<file path="src/rtl/adiabatic_clkgen_if.sv">
// Bundles the run request and all power-clock outputs of adiabatic_clkgen.
interface adiabatic_clkgen_if #(
    parameter int LVL_W = 3,
    parameter int CNT_W = 16
);
    logic             en;
    logic [LVL_W-1:0] pos_lvl;
    logic [LVL_W-1:0] fpos_lvl;
    logic             clkpos;
    logic             clkneg;
    logic             Fclkpos;
    logic             Fclkneg;
    logic [1:0]       phase;
    logic             busy;
    logic             period_done;
    logic [CNT_W-1:0] periods;

    modport master (
        output en,
        input  pos_lvl, fpos_lvl, clkpos, clkneg, Fclkpos, Fclkneg,
        input  phase, busy, period_done, periods
    );

    modport slave (
        input  en,
        output pos_lvl, fpos_lvl, clkpos, clkneg, Fclkpos, Fclkneg,
        output phase, busy, period_done, periods
    );
endinterface

</file>
<file path="src/rtl/adiabatic_clkgen.sv">
// Trapezoidal four-interval power-clock sequencer: capture phase plus a
// transfer phase lagging by one quarter period, stopping only at period ends.
module adiabatic_clkgen #(
    parameter int LVL_W = 3,
    parameter int CNT_W = 16
) (
    input  logic                clk,
    input  logic                rstneg,
    adiabatic_clkgen_if.slave   bus
);
    localparam logic [1:0] S_IDLE  = 2'd0;
    localparam logic [1:0] S_RUN   = 2'd1;
    localparam logic [1:0] S_DRAIN = 2'd2;

    localparam logic [LVL_W-1:0] QMAX = '1;

    logic [1:0]       state_q, state_d;
    logic [1:0]       ph_q, ph_d;
    logic [LVL_W-1:0] cnt_q, cnt_d;
    logic [CNT_W-1:0] periods_q, periods_d;
    logic             active, last_cnt, pdone;

    function automatic logic [LVL_W-1:0] lvl_f(input logic [1:0] p, input logic [LVL_W-1:0] c);
        logic [LVL_W-1:0] l;
        case (p)
            2'd0:    l = c;
            2'd1:    l = QMAX;
            2'd2:    l = QMAX - c;
            default: l = '0;
        endcase
        return l;
    endfunction

    assign active   = (state_q != S_IDLE);
    assign last_cnt = (cnt_q == QMAX);
    assign pdone    = active && (ph_q == 2'd3) && last_cnt;

    always_comb begin
        state_d   = state_q;
        ph_d      = ph_q;
        cnt_d     = cnt_q;
        periods_d = periods_q;
        if (!active) begin
            if (bus.en) begin
                state_d = S_RUN;
                ph_d    = 2'd0;
                cnt_d   = '0;
            end
        end else begin
            // Q is a power of two, so the natural wrap of cnt is the quarter boundary.
            cnt_d = cnt_q + 1'b1;
            if (last_cnt) ph_d = ph_q + 2'd1;
            if (pdone) periods_d = periods_q + 1'b1;
            if (pdone && !bus.en) state_d = S_IDLE;
            else                  state_d = bus.en ? S_RUN : S_DRAIN;
        end
    end

    always_ff @(posedge clk) begin
        if (!rstneg) begin
            state_q   <= S_IDLE;
            ph_q      <= 2'd0;
            cnt_q     <= '0;
            periods_q <= '0;
        end else begin
            state_q   <= state_d;
            ph_q      <= ph_d;
            cnt_q     <= cnt_d;
            periods_q <= periods_d;
        end
    end

    // Levels decode straight from registered ph/cnt; the transfer phase reuses
    // the same shape one interval behind.
    assign bus.pos_lvl     = active ? lvl_f(ph_q, cnt_q) : '0;
    assign bus.fpos_lvl    = active ? lvl_f(ph_q - 2'd1, cnt_q) : '0;
    assign bus.clkpos      = bus.pos_lvl[LVL_W-1];
    assign bus.clkneg      = ~bus.pos_lvl[LVL_W-1];
    assign bus.Fclkpos     = bus.fpos_lvl[LVL_W-1];
    assign bus.Fclkneg     = ~bus.fpos_lvl[LVL_W-1];
    assign bus.phase       = ph_q;
    assign bus.busy        = active;
    assign bus.period_done = pdone;
    assign bus.periods     = periods_q;
endmodule

</file>
<file path="src/flat_wrapper.sv">
// flat-port wrapper written by rule: the top's interface ports become plain ports
module adiabatic_clkgen_flat 
#(
    parameter int LVL_W = 3,
    parameter int CNT_W = 16
)
  (clk, rstneg, bus_en, bus_pos_lvl, bus_fpos_lvl, bus_clkpos, bus_clkneg, bus_Fclkpos, bus_Fclkneg, bus_phase, bus_busy, bus_period_done, bus_periods);
  adiabatic_clkgen_if #(.LVL_W(LVL_W), .CNT_W(CNT_W)) bus_i ();
  input  logic clk;
  input  logic rstneg;
  input wire logic [$bits(bus_i.en)-1:0] bus_en;
  output wire logic [$bits(bus_i.pos_lvl)-1:0] bus_pos_lvl;
  output wire logic [$bits(bus_i.fpos_lvl)-1:0] bus_fpos_lvl;
  output wire logic [$bits(bus_i.clkpos)-1:0] bus_clkpos;
  output wire logic [$bits(bus_i.clkneg)-1:0] bus_clkneg;
  output wire logic [$bits(bus_i.Fclkpos)-1:0] bus_Fclkpos;
  output wire logic [$bits(bus_i.Fclkneg)-1:0] bus_Fclkneg;
  output wire logic [$bits(bus_i.phase)-1:0] bus_phase;
  output wire logic [$bits(bus_i.busy)-1:0] bus_busy;
  output wire logic [$bits(bus_i.period_done)-1:0] bus_period_done;
  output wire logic [$bits(bus_i.periods)-1:0] bus_periods;
  assign bus_i.en = bus_en;
  assign bus_pos_lvl = bus_i.pos_lvl;
  assign bus_fpos_lvl = bus_i.fpos_lvl;
  assign bus_clkpos = bus_i.clkpos;
  assign bus_clkneg = bus_i.clkneg;
  assign bus_Fclkpos = bus_i.Fclkpos;
  assign bus_Fclkneg = bus_i.Fclkneg;
  assign bus_phase = bus_i.phase;
  assign bus_busy = bus_i.busy;
  assign bus_period_done = bus_i.period_done;
  assign bus_periods = bus_i.periods;
  adiabatic_clkgen #(.LVL_W(LVL_W), .CNT_W(CNT_W)) u_core (.clk(clk), .rstneg(rstneg), .bus(bus_i));
endmodule
</file>
<file path="config.mk">
export PLATFORM = sky130hd
export DESIGN_NAME = adiabatic_clkgen_flat
export DESIGN_NICKNAME = d
export VERILOG_FILES = /design/src/rtl/adiabatic_clkgen_if.sv /design/src/rtl/adiabatic_clkgen.sv /design/src/flat_wrapper.sv
export SDC_FILE = /design/constraint.sdc
export NUM_CORES = 1
export LEC_CHECK = 0
export CORE_MARGIN = 4
export CORE_UTILIZATION = 48
export DETAILED_ROUTE_END_ITERATION = 16
export PLACE_DENSITY = 0.84
export SLEW_MARGIN = 20
export SYNTH_ARGS = -nofsm -noshare
export SYNTH_HDL_FRONTEND = slang
export SYNTH_SLANG_ARGS = --single-unit
export TNS_END_PERCENT = 30
</file>
<file path="constraint.sdc">
create_clock -name clk -period 2.1 [get_ports clk]
set_clock_uncertainty 0.1 [all_clocks]
set_input_delay 0.63 -clock clk [delete_from_list [all_inputs] [get_ports clk]]
set_output_delay 0.63 -clock clk [all_outputs]
set_load 0.02 [all_outputs]
</file>
# Yosys cells after proc, flatten, opt, wreduce, memory -nomap -nowiden
# Index checks and enable logic that the tools add are counted.
[classes]
addsub = 5
n_eq_ne = 7
n_mux = 13
n_bitwise = 2
n_reduce_logical = 10
[ops]
columns = ["operator", "n"]
rows = [
  ["case mux 3 bit (3 select lines)", 2],
  ["adder 16 x 1 -> 16 bit (second input constant)", 1],
  ["2-to-1 mux 2 bit", 7],
  ["2-to-1 mux 3 bit", 4],
  ["== test 2 bit (second input constant)", 3],
  ["== test 2 x 1 -> 1 bit (second input constant)", 2],
  ["zero test 2 bit", 2],
  ["AND reduction 2 bit", 2],
  ["nonzero test 2 bit", 2],
  ["adder 3 x 1 -> 3 bit (second input constant)", 1],
  ["== test 3 bit (second input constant)", 1],
  ["logical AND 1 bit", 3],
  ["subtractor 3 bit (first input constant)", 1],
  ["adder 2 x 1 -> 2 bit (second input constant)", 1],
  ["!= test 2 bit (second input constant)", 1],
  ["NOT 1 bit", 2],
  ["subtractor 2 x 1 -> 2 bit (second input constant)", 1],
  ["zero test 1 bit", 1],
]
[totals]
register_bits = 23
input_bits = 3
elab_cells = 41

# Logic depth before layout (Yosys ltp)
# Gate-level depths: netlist of run 1.
[logic_depth]
ltp_word = 6
depth_mapped = 7

# Worst setup path after synthesis of run 1
# No wires, ideal clock.
[synth_path]
path_kind = "reg2out"
startpoint = "reg u_core.ph_q[0] (netlist: u_core.bus.phase[0])"
endpoint = "out bus_pos_lvl[2]"
arrival_time_ns = 2.184
setup_slack_ns = -0.814
path_stages_with_launch = 7
n_path_buf = 1
path_cell_list = "dfxtp_1 inv_1 ha_1 mux2_2 o21ai_0 inv_1 buf_4"
[synth_between]
elab_chain_len = 3
elab_cells_between_ends = 5
cone_classes = "eq/ne: 2; mux: 2; reduce/logical: 1"
[synth_rtl]
columns = ["item", "line", "text"]
rows = [
  ["start, declared", "adiabatic_clkgen.sv:18", "logic [1:0] ph_q, ph_d;"],
  ["start signal, assigned", "adiabatic_clkgen.sv:67", "ph_q <= ph_d;"],
  ["== test 2 bit (tied with other cells)", "adiabatic_clkgen.sv:25", "case (p)"],
  ["case mux 3 bit (3 select lines) (*)", "adiabatic_clkgen.sv:25", ""],
  ["2-to-1 mux 3 bit (*)", "adiabatic_clkgen.sv:75", "assign bus.pos_lvl = active ? lvl_f(ph_q, cnt_q) : '0;"],
  ["end, declared", "flat_wrapper.sv:12", "output wire logic [$bits(bus_i.pos_lvl)-1:0] bus_pos_lvl;"],
]
# Every way passes the cells marked *; elsewhere a longest branch is shown, timed or not.

# Worst setup path after layout of run 1
[layout_path]
startpoint = "reg u_core.ph_q[0] (netlist: u_core.bus.phase[0])"
endpoint = "out bus_clkpos"
[layout_between]
elab_chain_len = 3
elab_cells_between_ends = 5
cone_classes = "eq/ne: 2; mux: 2; reduce/logical: 1"
[layout_rtl]
columns = ["item", "line", "text"]
rows = [
  ["== test 2 bit (tied with other cells)", "adiabatic_clkgen.sv:25", ""],
  ["case mux 3 bit (3 select lines) (*)", "adiabatic_clkgen.sv:25", ""],
  ["2-to-1 mux 3 bit (*)", "adiabatic_clkgen.sv:75", ""],
  ["end, declared", "flat_wrapper.sv:14", "output wire logic [$bits(bus_i.clkpos)-1:0] bus_clkpos;"],
]
# Marks and branches as above.

==> results of run 1 <==
-- worst max-delay path, delay by kind of cell (launching register included) --
kind | cells | cell delay [ns]
buffers and inverters | 3 | 0.25
muxes | 1 | 0.27
DFF | 1 | 0.43
adders and majority gates | 1 | 0.16
AOI/OAI and AO/OA | 1 | 0.13
-- timing repair --
action / CTS / global route
endpoints found under the setup margin: 19 / 20
gates resized for setup: 74 / 23
setup buffers: 1 / 1
pin swaps: 3 / 5
-- cells in the final DEF, fill, tap and decap left out, drive strengths merged, types with 5 or more instances in the layout --
| cell | netlist | layout |
|---|---|---|
| xor2 | 5 | 5 |
| dfxtp | 23 | 23 |
| nand2b | 5 | 5 |
| nand3 | 7 | 7 |
| mux2i | 6 | 6 |
| o21ai | 6 | 6 |
| dlygate4sd2 | 0 | 8 |
| ha | 9 | 9 |
| and2 | 10 | 10 |
| dlymetal6s2s | 0 | 8 |
| nor2 | 5 | 5 |
| nor3 | 8 | 8 |
| buf | 3 | 29 |
| nand2 | 15 | 15 |
| inv | 9 | 9 |
-- registers in the layout, indices dropped and copies added (netlist names) --
register and flops:
u_core.bus.phase 2, u_core.cnt_q 3, u_core.state_q 2, u_core.bus.periods 16
-- cells in the mapped netlist, drive strengths merged, types with 2 or more instances --
master	count
and2	10
o21ai	6
nor4	4
buf	3
dfxtp	23
xor2	5
nor2	5
nor3	8
nand2b	5
and3	2
nand3b	2
o211a	2
clkbuf	3
mux2i	6
ha	9
inv	9
a21boi	4
nand3	7
nand2	15
nor2b	4
a211oi	4
xnor2	4
-- metal layers --
layer,up-vias,GRT usage,share of wire
met5,-,0,0
met4,0,0.0433,0.0031
met3,2,0.0404,0.042
met2,23,0.360,0.53
met1,556,0.223,0.42
li1,597,-,-
-- power breakdown --
| part | total, mW | switching (mW) | internal, mW |
|---|---|---|---|
| Combinational | 0.0628 | 0.0343 | 0.0285 |
| Clock | 0.200 | 0.129 | 0.0710 |
| Sequential | 0.442 | 0.00342 | 0.438 |
| Total | 0.704 | 0.166 | 0.538 |
-- stage by stage --
step           cells  hold WS, ns  instance area (sq um)  power [mW]
2_1_floorplan    147        0.424                   1410       0.484
5_1_grt          225        0.411                   1950       0.746
3_3_place_gp     219        0.357                   1860       0.508
4_1_cts          224        0.405                   1880       0.708
3_5_place_dp     219        0.386                   1860       0.511
6_report         225        0.400                   1950       0.704
-- area by class of cell --
class	count	area, sq um
clock buffers	3	22.5
clock inverters	1	5.00
fillers	182	613
inverters	9	41.3
multi-input cells	109	921
flip-flops and latches	23	469
well taps	30	37.5
repair buffers	50	458
-- worst paths after layout --
kind,slack [ns],endpoint,from
worst max register to register,0.17,u_core.bus.periods[10],u_core.cnt_q[2]
worst max-delay path,-0.17,bus_clkpos,u_core.bus.phase[0]
worst min-delay path,0.40,u_core.bus.periods[15],u_core.bus.periods[15]
worst min register to register,0.40,u_core.bus.periods[15],u_core.bus.periods[15]
-- cell families (layout without fill, tap and decap cells) --
| family | after synthesis | in the layout |
|---|---|---|
| adder cells (fa/ha/maj) | 9 | 9 |
| AO/OA/AOI/OAI | 19 | 19 |
| AND/OR/NAND/NOR | 65 | 65 |
| XOR/XNOR | 9 | 9 |
| buffers and inverters | 15 | 63 |
| multiplexers | 7 | 7 |
| flip-flops | 23 | 23 |
==> impl_results.md, run 1 <==
- Synth Area in Adders: 0.0847
- Worst Tran Pin Value: ~0.46 ns
- Avg Inst Size Synth: 9.04 sq um
- Antenna viol nets, final: 0
- Via count: ~1200
- Initial core utilization: 0.518
- Layout area overhead: 47.1%
- Yosys top cell by area: dfxtp_1
- F_max: between 0.4 and 0.5 GHz
- Setup violators final: 10
- Max FO, Critical Path: 4
- Clock-pin slew on the worst setup and hold paths: 0.13 ns
- Failing checks: setup timing
- Status: finished, violations left
- Max-slew headroom: 0.691
- Crit-path slowest cell: dfxtp_4
- CTS buffer count: 3
- Critical setup path kind: reg -> out
- Xor/xnor cell area share of the yosys netlist: 0.0593
- Synth unique cells: 35
- Die area: 0.00367 sq mm
- Worst path max stage delay: roughly 0.43 ns
- Pwr dens: 360 mW/mm^2
- Yosys warnings: 0
- Setup WS post-layout: -0.166 ns
- First-pass GRT wire length: roughly 5.4 mm
- Die X: around 60 um
- Clk sinks: 23
- Fraction of layout cells with a size suffix above 1: 0.349
- Synth top area share: 0.347
- PortBufs: 32
- HP Class: reg -> reg
- Root Buffer: clkbuf_4
- Final min period: 2.27 ns
- Synth area leaders: dfxtp_1 35%, ha_1 8.5%, and2_1 4.7%
- Post-synth EDFFs: 0
- R2R cell count: 6
- Post-Synthesis Net Count: about 160
- Antenna diodes: 0
- Final hold violations: 0
- Clk Latency, worst-skew pair: between 0.3 and 0.4 ns
- H-tree lvl count: 1
- Hold Buf Count CTS: 0
- Post-Route WL: 3.21 mm
- Post-Syn Area: about 0.0013 sq mm
- DR pass1 iterations: 4
- CTS tree: yes
- Pre-CTS WS: -0.275 ns
- GR Util All Layers: 0.193
- Required @ worst endpoint: 1.37 ns
- Fin Setup TNS: -1.36 ns
- IO Pins: 33
- WHS Path Cells: 2
- Crit. End Element: output pin
- WL/cell: 14.3 um
- Overflow after GRT: 0
- Mapped Cells: 147
- Finished Core Util: 0.761
- Crit start category: register
- Initial antenna violation count: 0
- Via density: between 5 and 6
- Worst VDD drop: 0.291 mV
- Initial drt markers: 38
- Post-Synth Simple-Gate Area: 0.294
- Post-synthesis mux area share: 0.0537
- RSZ-0062 raised after global routing: yes
- Nets: between 200 and 250
- Compound-Gate Fraction of Synth Area: 0.113
- Seq/Total Area, Yosys: 0.347
- Rows: 18
- Max-cap viol count: 0
- Count of final max-slew check failures: 0
- Die Ht: ~60 um
- DP HPWL: 2.52 mm
- Vias in the first global route: about 1300
- Combinational family with the most area after synthesis: simple AND/OR/NAND/NOR gates
- Placer Congestion: between 0.8 and 0.9
- Core Region: ~0.0026 sq mm
- Critical-path cell list: inv_6 > ha_4 > mux2_4 > o21ai_4 > inv_2 > buf_6
- Crit path DAT: 1.54 ns
- Asr flop ratio synth: 0
- DRC Markers: 0
- Synth Register Bits: 23
- Leak pwr: 1.04 nW
- Max Buffers Root-to-Sink: 2
- Largest net degree at the start of global routing: 22
- Fin crit share: 1.08
- Dominant register cell in the synthesized netlist: dfxtp_1
Power figures use the tool's default switching activity.
==> run 2: changes to the inputs <==
Settings changed: CORE_UTILIZATION 48 to 49, CTS_BUF_LIST set to sky130_fd_sc_hd__clkbuf_8, PLACE_DENSITY 0.84 to 0.86, TNS_END_PERCENT 30 to not set.
==> run 2 against run 1 <==
- the flow still finishes with violations (setup timing)
- largest power group unchanged
- worst hold slack got worse by 0.028 ns
- sequential share of layout area rose by 0.19 points
- first-iteration DRC count fell by 29%
- non-clock buffer count rose by 1
- fmax rose by 3.3%
- critical path depth did not move
- via count rose by 3.7%
- critical path type unchanged
- flip-flop and latch count did not move
- global-route usage rose by 0.22 points
==> impl_results.md, run 2 (synthesis gave the netlist of run 1 again) <==
- Status: finished, violations left
- Failing checks: setup timing
- Fin crit share: 1.04 (-0.0341)
- DR pass1 iterations: 4 (unchanged)
- Final min period: 2.19 ns (-0.0717 ns)
- Antenna diodes: 0 (unchanged)
- CTS tree: yes
- DP HPWL: 2.32 mm (-8.0%)
- F_max: 0.456 GHz (+3.3%)
- Clk Latency, worst-skew pair: 0.27 ns (-0.04 ns)
- Post-Route WL: 3.17 mm (-1.1%)
- Crit path DAT: 1.46 ns (-0.08 ns)
- Die Ht: 60.1 um (-0.89%)
- Worst path max stage delay: 0.39 ns (-0.04 ns)
- H-tree lvl count: 1 (unchanged)
- PortBufs: 32 (unchanged)
- Core Region: 0.00252 sq mm (-1.8%)
- WHS Path Cells: 2 (unchanged)
- Critical-path cell list: inv_6 > ha_4 > mux2_4 > o21ai_4 > inv_2 > buf_6
- Clock-pin slew on the worst setup and hold paths: 0.08 ns (-0.05 ns)
- R2R cell count: 7 (+1)
- Commonest non-fill, non-tap cell in the layout: buf_4
- Placed cell count: 220 (+0.46%)
- Setup violators final: 10 (unchanged)
- Initial core utilization: 0.527 (+0.00924)
- Critical Path Stages: 6 (unchanged)
- Initial antenna violation count: 0 (unchanged)
- Worst VDD drop: 0.491 mV (+69%)
- Max-cap viol count: 0 (unchanged)
- Layout area overhead: 46.0%
- Via density: 5.40 (+3.2%)
- Final hold violations: 0 (unchanged)
- Fin cells: 226 (+0.44%)
- WL/cell: 14.0 um (-1.6%)
- CTS buffer count: 3 (unchanged)
- Nets: 209 (+0.48%)
- First-pass GRT wire length: 5.37 mm (-0.50%)
- Leak pwr: 0.963 nW (-7.5%)
- HP Class: reg -> reg
- Max-slew headroom: 0.726 (+0.0355)
- Max Buffers Root-to-Sink: 2 (unchanged)
- Crit-path slowest cell: dfxtp_4
- CP bufs+invs: 3 (unchanged)
- Most frequent cells in the layout: 21 x buf_4, 20 x dfxtp_1, 14 x nand2_1
- Pwr dens: 406 mW/mm^2 (+13%)
- Antenna viol nets, final: 0 (unchanged)
- Rows: 18 (unchanged)
- Max FO, Critical Path: 4 (unchanged)
- Largest net degree at the start of global routing: 22 (unchanged)
- Root Buffer: clkbuf_8
- IO Pins: 33 (unchanged)
- Die X: 60.1 um (-0.89%)
- Worst Tran Pin Value: 0.407 ns (-0.0528 ns)
- Clk sinks: 23 (unchanged)
- Fraction of layout cells with a size suffix above 1: 0.332 (-0.0171)
- Placer Congestion: 0.795 (-1.9%)
- Setup WS post-layout: -0.0938 ns (+0.0717 ns)
- Initial drt markers: 27 (-29%)
- Overflow after GRT: 0 (unchanged)
- RSZ-0062 raised after global routing: yes
- CP top delay family: flip-flops
- Critical setup path kind: reg -> out
- Max reg flops: 16 (unchanged)
- Count of final max-slew check failures: 0 (unchanged)
- GR Util All Layers: 0.195 (+0.00218)
- Fin Setup TNS: -0.504 ns (+0.851 ns)
- Vias in the first global route: 1258 (-0.24%)
- Required @ worst endpoint: 1.37 ns (about the same)
- DRC Markers: 0 (unchanged)
- WHS: 0.372 ns (-0.0278 ns)
- Crit start category: register
- Hold Buf Count CTS: 0 (unchanged)
- Finished Core Util: 0.769 (+0.00764)
- Via count: 1221 (+3.7%)
- Die area: 0.00361 sq mm (-1.8%)
- Crit. End Element: output pin
- Final Power: 0.787 mW (+12%)
==> run 2: power breakdown <==
group	switching [mW]	internal, mW	leakage (nW)
sequential	0.00309	0.437	0.188
clock	0.149	0.133	0.0255
combinational	0.0354	0.0286	0.749
==> run 2: timing repair <==
item / CTS / global route
pin swaps: 5 / 3
resized for setup: 73 / 13
endpoints found under the setup margin: 15 / 15
endpoints found under the hold margin: 0 / 0
buffers inserted: 2 / 0
==> run 2: layout make-up <==
type                       count  area (sq um)
clock buffer                   3          41.3
sequential                    23           469
tap                           30          37.5
fill                         173           583
timing repair buffer          51           449
inverter                       9          41.3
clock inverter                 1          5.00
multi-input combinational    109           896
==> run 2: worst register-to-register path: stages, from the launching register on <==
cell and delay (ns):
dfxtp_1 0.36, ha_1 0.16, ha_2 0.20, buf_4 0.14, o21ai_2 0.11, nor4_2 0.45, nand3_1 0.15, mux2i_1 0.13
==> run 2: worst paths after layout <==
path,slack (ns),end,from
worst min-delay path,0.37,u_core.bus.periods[15],u_core.bus.periods[15]
worst max-delay path,-0.09,bus_clkpos,u_core.bus.phase[0]
worst min register to register,0.37,u_core.bus.periods[15],u_core.bus.periods[15]
worst max register to register,0.20,u_core.bus.periods[12],u_core.cnt_q[0]
==> run 2: stage by stage <==
stage / setup slack, ns / cell area, sq um
after CTS: -0.0888 / 1900
after detailed placement: -0.265 / 1860
after floorplan: -0.0360 / 1410
after global placement: -0.243 / 1860
after global routing: -0.151 / 1940
final: -0.0938 / 1940
==> run 2: routing by layer <==
metal  track usage  vias up  routed length (um)  share of wire
li1              -      602                   -              -
met1         0.235      569                1370           0.43
met2         0.332       41                1560           0.49
met3        0.0389        9                 170          0.054
met4        0.0854        0                  74          0.023
met5             0        -                   0              0
